==> src/rtl/lap_store.sv <==
// lap_store: indexed lap-time storage with registered reads and an optional
// best-lap tracker; the tracker is built only when LAP_STORE_BEST_LAP_EN is defined.
module lap_store #(
  parameter int DEPTH = 10,
  parameter int W = 24
) (
  input  logic         clk,
  input  logic         reset,
  input  logic         sresult,
  input  logic [3:0]   widx,
  input  logic [W-1:0] time_in,
  input  logic         rview,
  input  logic [3:0]   ridx,
  input  logic         clear,
  output logic [W-1:0] rdata,
  output logic         rvalid,
  output logic [3:0]   count,
`ifdef LAP_STORE_BEST_LAP_EN
  output logic [3:0]   best_idx,
  output logic         best_valid,
  output logic         best_busy,
`endif
  output logic         full
);
  localparam int AW = $clog2(DEPTH);
  logic [W-1:0] mem [DEPTH];
  logic [DEPTH-1:0] vld;
  logic [AW-1:0] wa, ra;
  logic we, rhit;
  assign wa = widx[AW-1:0];
  assign ra = ridx[AW-1:0];
  assign we = sresult && !clear && widx < 4'(DEPTH);
  assign rhit = ridx < 4'(DEPTH) && vld[ra];
  assign full = count == 4'(DEPTH);
  always_ff @(posedge clk)
    if (we) mem[wa] <= time_in;
  // reads sample the array before this edge's write lands
  always_ff @(posedge clk) begin
    if (reset) begin
      vld <= '0;
      count <= '0;
      rdata <= '0;
      rvalid <= 1'b0;
    end else begin
      if (clear) begin
        vld <= '0;
        count <= '0;
      end else if (we) begin
        vld[wa] <= 1'b1;
        if (!vld[wa]) count <= count + 4'd1;
      end
      rvalid <= rview && !clear && rhit;
      if (rview) rdata <= (rhit && !clear) ? mem[ra] : '0;
    end
  end
`ifdef LAP_STORE_BEST_LAP_EN
  typedef enum logic {IDLE, SCAN} state_t;
  state_t state, state_nx;
  logic [3:0] sptr, cand_idx, nxt_idx;
  logic [W-1:0] cand_val, best_val, scan_val;
  logic cand_ok, nxt_ok, scan_hit, rescan, last;
  assign best_val = mem[best_idx[AW-1:0]];
  assign scan_val = mem[sptr[AW-1:0]];
  assign scan_hit = vld[sptr[AW-1:0]] && (!cand_ok || scan_val < cand_val);
  assign nxt_idx = scan_hit ? sptr : cand_idx;
  assign nxt_ok = cand_ok || vld[sptr[AW-1:0]];
  assign last = sptr == 4'(DEPTH - 1);
  // growing the current best can expose any other entry as the new minimum
  assign rescan = state == IDLE && we && best_valid && widx == best_idx && time_in > best_val;
  always_ff @(posedge clk)
    state <= reset ? IDLE : state_nx;
  always_comb
    state_nx = clear ? IDLE : state == IDLE ? (rescan ? SCAN : IDLE) : (we || !last) ? SCAN : IDLE;
  always_comb
    best_busy = state == SCAN;
  always_ff @(posedge clk) begin
    if (reset || clear) begin
      best_idx <= '0;
      best_valid <= 1'b0;
      sptr <= '0;
      cand_idx <= '0;
      cand_val <= '0;
      cand_ok <= 1'b0;
    end else if (we && (state == SCAN || rescan)) begin
      sptr <= '0;
      cand_ok <= 1'b0;
    end else if (state == SCAN) begin
      cand_idx <= nxt_idx;
      cand_val <= scan_hit ? scan_val : cand_val;
      cand_ok <= nxt_ok;
      sptr <= last ? '0 : sptr + 4'd1;
      if (last) begin
        best_idx <= nxt_idx;
        best_valid <= nxt_ok;
      end
    end else if (we && (!best_valid || time_in < best_val || (time_in == best_val && widx < best_idx))) begin
      best_idx <= widx;
      best_valid <= 1'b1;
    end
  end
`endif
endmodule

==> config.mk <==
export PLATFORM = sky130hd
export DESIGN_NAME = lap_store
export DESIGN_NICKNAME = d
export VERILOG_FILES = /design/src/rtl/lap_store.sv
export SDC_FILE = /design/constraint.sdc
export NUM_CORES = 1
export LEC_CHECK = 0
export ABC_AREA = 1
export BUFFER_PORTS_ARGS = -buffer_cell sky130_fd_sc_hd__buf_2
export CORE_MARGIN = 2
export CORE_UTILIZATION = 55
export DETAILED_ROUTE_END_ITERATION = 8
export GPL_TIMING_DRIVEN = 0
export HOLD_SLACK_MARGIN = 0.1
export PLACE_DENSITY_LB_ADDON = 0.12
export SYNTH_ARGS = -nofsm -noshare
export SYNTH_HDL_FRONTEND = slang
export SYNTH_SLANG_ARGS = --single-unit
export TNS_END_PERCENT = 20
==> constraint.sdc <==
create_clock -name clk -period 2.3 [get_ports clk]
set_input_delay 0.345 -clock clk [delete_from_list [all_inputs] [get_ports clk]]
set_output_delay 0.345 -clock clk [all_outputs]
set_load 0.1 [all_outputs]
; ---- After elaboration in Yosys (flattened, before gate mapping)
; Memories as Yosys holds them, arrays and structs flattened.
; Index checks and enable logic that the tools add are counted.
[op_classes]
add_sub_neg = 1
n_mul = 0
div = 0
magnitude_cmp = 5
n_eq_ne = 1
shift = 0
n_mux = 9
bitwise = 2
n_reduce_logical = 10
[op_table]
columns = cell, n
row1 = $mux 24, 1
row2 = $lt 4x5->1 const B, 2
row3 = $or 10x10->10, 1
row4 = $bmux 1 s4, 2
row5 = $lt 4x4->1 const B, 2
row6 = $logic_and 1x1->1, 7
row7 = $mux 1, 5
row8 = $add 4x1->4 const B, 1
row9 = $demux 1 s4, 1
row10 = $eq 4x4->1 const B, 1
row11 = $ge 4x1->1 const B, 1
row12 = $reduce_and 2->1, 1
row13 = $reduce_or 2->1, 1
row14 = $logic_not 1->1, 1
row15 = $not 1->1, 1
[totals]
regBits = 39
latchBits = 0
ramBits = 240
mem_bits_ro = 0
in_bits = 37
out_inout_bits = 30
word_cells = 33
memories = 1
[mem_list]
columns = name, depth, word_bits, rd, rd_clocked_by_memory_dff, wr, line
row1 = mem, 10, 24, 1, 0, 1, 26  ; logic [W-1:0] mem [DEPTH];

; ---- Logic depth before layout (Yosys ltp)
[depth]
depth_word = 5
ltp_mapped = 12
depth_no_buf = 11

; ---- Least setup slack after synthesis
; OpenSTA, ideal clock, no wires.
[synth_timing]
path_type = reg-to-output
startpoint = register count[1]
endpoint = output port full
arrival_time_ns = 2.610
t_required_ns = 1.955
setup_slack_ns = -0.655
stages_incl_launch_ff = 4
cell_sequence = dfxtp_1 ha_1 nand2_1 nor2_1
[synth_via]
elab_chain_cells = 1
[synth_rtl]
columns = item, line
row1 = "start, declared", 17  ; output logic [3:0] count,
row2 = "start signal, assigned", 50  ; if (!vld[wa]) count <= count + 4'd1;
row3 = $eq 4x4->1, 34  ; assign full = count == 4'(DEPTH);
row4 = "end, declared", 23  ; output logic full
; No other way between the ends.

; ---- Worst setup path in the final report
[layout_timing]
startpoint = register count[0]
endpoint = output port full
; Same word-level chain as after synthesis.

==> impl_metrics.tcl <==
set metrics [dict create \
    die_h_um 147 \
    grt_pass1_vias 7293 \
    max_slew_margin_pct 11.8 \
    antennaDiodeCount 0 \
    synth_compound_area_share_pct 1.86 \
    grt_max_degree 26 \
    critPathKind "flop to primary output" \
    clock.fmax_mhz 493 \
    ir_worst_vdd_uv 670 \
    p_switching_w 0.00233 \
    yosysUniqueCellTypes 26 \
    clock_power_share_pct 40.2 \
    grt.total_usage_pct 25.9 \
    portBuffers 63 \
    fin_skew_ps 6.65 \
    synthCells 1024 \
    p_sw_share_pct 22.3 \
    nNetsFinal 1158 \
    hold_path_class "primary input to flop" \
    worstSkewPairLatency_ps 530 \
    required_ps 1960 \
    drcViolationCount 0 \
    io_pins 67 \
    gp_congestion 0.811 \
    tritoncts "yes" \
    die_area_um2 21700 \
    setup_tns_ps 0 \
    drv_cap 0 \
    synth_nets 1063 \
    power.leakage_nw 5.04 \
    clock_sinks 279 \
    coreArea_um2 20200 \
    grt_pass1_wl_um 41900 \
    muxShareOfSynthArea_pct 0 \
    post_cts_resized 0 \
    die_x_um 147 \
    numCtsBuffers 28 \
    yosys.area_share.simple_pct 22.8 \
    power-per-cell-area_nw_per_um2 813 \
    worst_pin_slew_ps 1320 \
    syn2layout_area_growth_pct 14.1 \
    ctsLongestPathBuffers 3 \
    rsz0062_at_grt "no" \
    grt-ovfl-total 0 \
    syn_area_um2 11300 \
    p_int_w 0.00814 \
    syn_area_per_cell_um2 11.0 \
    row_count 52 \
    regToRegSetupSlack_ps 880 \
    synth-xor-area-share_pct 0.155 \
    root_buffer "clkbuf_16" \
    antenna_found_initial 0 \
    initial_utilization_pct 56.0 \
    fin_crit_ps 2030 \
    dr.first_iter.drc_count 575 \
    synth_top_family_by_area "simple AND/OR/NAND/NOR gates" \
    drtPass1Iterations 5 \
    period_share_pct 88.2 \
    vias 7791 \
    startpoint_type "flop" \
    p_seq_share_pct 53.0 \
    hpwl_um 17100 \
    wire_per_inst_um 19.7 \
    worstPathArrival_ps 1680 \
    clk_pin_slew_ps 60 \
    combPwrFrac_pct 6.7 \
    vias_per_cell 5.53 \
    drive_gt1_share_pct 13.2 \
    status "finished clean" \
    power_w 0.0105 \
    synthAdderAreaFrac_pct 0.222 \
    cp-end-kind "primary output" \
    crit_fanout 5 \
    setup_viol 0 \
    drt-total-wl_um 27800 \
    ys_ff_latch 279 \
    drtAntennaViolNets 0 \
    slew_violations 0 \
    h-tree-depth 1 \
    yosysSeqAreaShare_pct 70.8 \
    finalHoldViolCount 0 \
    ys.warnings.count 0 \
]
cell type report:
| cell class | count | area [um2] |
|---|---|---|
| clock inverter | 6 | 30.0 |
| sequential | 279 | 7990 |
| multi-input combinational | 660 | 2890 |
| buffer | 55 | 363 |
| inverter | 30 | 115 |
| fill | 1579 | 7290 |
| clock buffer | 45 | 816 |
| tap | 270 | 338 |
| timing repair buffer | 65 | 335 |
cells in the final DEF, fill, tap and decap left out, types with 3 or more instances in the layout:
master and n:
a21oi_1 4, buf_1 9, buf_2 77, buf_4 10
buf_6 12, clkbuf_1 22, clkbuf_16 29, clkbuf_8 3
clkinv_2 3, dfxtp_1 39, edfxtp_1 240, inv_1 27
nand2_1 359, nand3_1 176, nor2_1 68, nor2_4 9
o21a_1 8, o21ai_0 24
kinds of logic (layout without fill, tap and decap cells):
group | Yosys count | count (layout)
AND/OR/NAND/NOR | 618 | 618
flip-flops | 279 | 279
buffers and inverters | 85 | 201
AO/OA/AOI/OAI | 38 | 38
adder cells (fa/ha/maj) | 2 | 2
XOR/XNOR | 2 | 2
cells in the mapped netlist:
master,number,area (um2)
nand2_1,359,1350
edfxtp_1,240,7210
nand3_1,176,881
nor2_1,77,289
dfxtp_1,39,781
inv_1,27,101
o21ai_0,24,120
buf_2,14,70.1
buf_6,12,135
buf_4,10,75.1
buf_1,9,33.8
clkbuf_1,9,33.8
o21a_1,8,60.1
a21oi_1,4,20.0
ha_1,2,25.0
inv_2,2,7.51
nand4_1,2,12.5
o21ai_1,2,10.0
buf_8,1,15.0
inv_4,1,6.26
nand2_4,1,11.3
nand3_2,1,10.0
nand4_2,1,12.5
or2_0,1,6.26
xnor2_1,1,8.76
xor2_1,1,8.76
worst max-delay path, cell delays in order, from the launching register on:
cell and delay [ps]:
dfxtp_1 340, inv_1 90, ha_1 150, nand2_1 80
nor2_4 80, buf_2 420
path summary, 6_finish.rpt:
kind	startpoint	to	depth (start not counted)
max	count[0]$_SDFFE_PP0P_	full	5
min	time_in[21]	mem[0][21]$_DFFE_PP_	1
max reg2reg	vld[7]$_SDFFE_PP0P_	rdata[12]$_SDFFE_PP0P_	9
min reg2reg	rdata[1]$_SDFFE_PP0P_	rdata[1]$_SDFFE_PP0P_	2
power groups by stage:
| stage | clock, W | sequential (W) | combinational [W] |
|---|---|---|---|
| floorplan | 0 | 0.00571 | 0.000368 |
| global placement | 0 | 0.00566 | 0.000672 |
| detailed placement | 0 | 0.00566 | 0.000692 |
| CTS | 0.00423 | 0.00555 | 0.000698 |
| global route | 0.00444 | 0.00555 | 0.000769 |
| finish | 0.00421 | 0.00555 | 0.000706 |
state kept, by name (all words and copies together) (netlist names):
register / flops
mem: 240
rdata: 24
vld: 10
count: 4
rvalid: 1
routing by layer:
metal,GRT usage (%),wire length [um],vias up
met2,41.4,12900,346
met3,3.79,2110,57
li1,-,-,3684
met4,8.70,822,0
met5,0,0,-
met1,37.2,12000,3704
per-stage QoR:
stage	util, %	setup slack (ps)	instances	cell area [um2]	hold slack (ps)
2_1_floorplan	-	64.1	1024	11300	444
3_3_place_gp	59.2	-1210	1357	11900	431
3_5_place_dp	59.5	-60.3	1357	12000	436
4_1_cts	63.8	248	1410	12900	101
5_1_grt	63.8	184	1410	12900	113
6_report	63.8	271	1410	12900	108
what timing repair did:
| action | in CTS | in global routing |
|---|---|---|
| hold endpoints to repair | 14 | 0 |
| buffers inserted | 0 | 0 |
| hold buffers | 2 | 0 |
No activity file was read; power rests on OpenSTA's default activity.
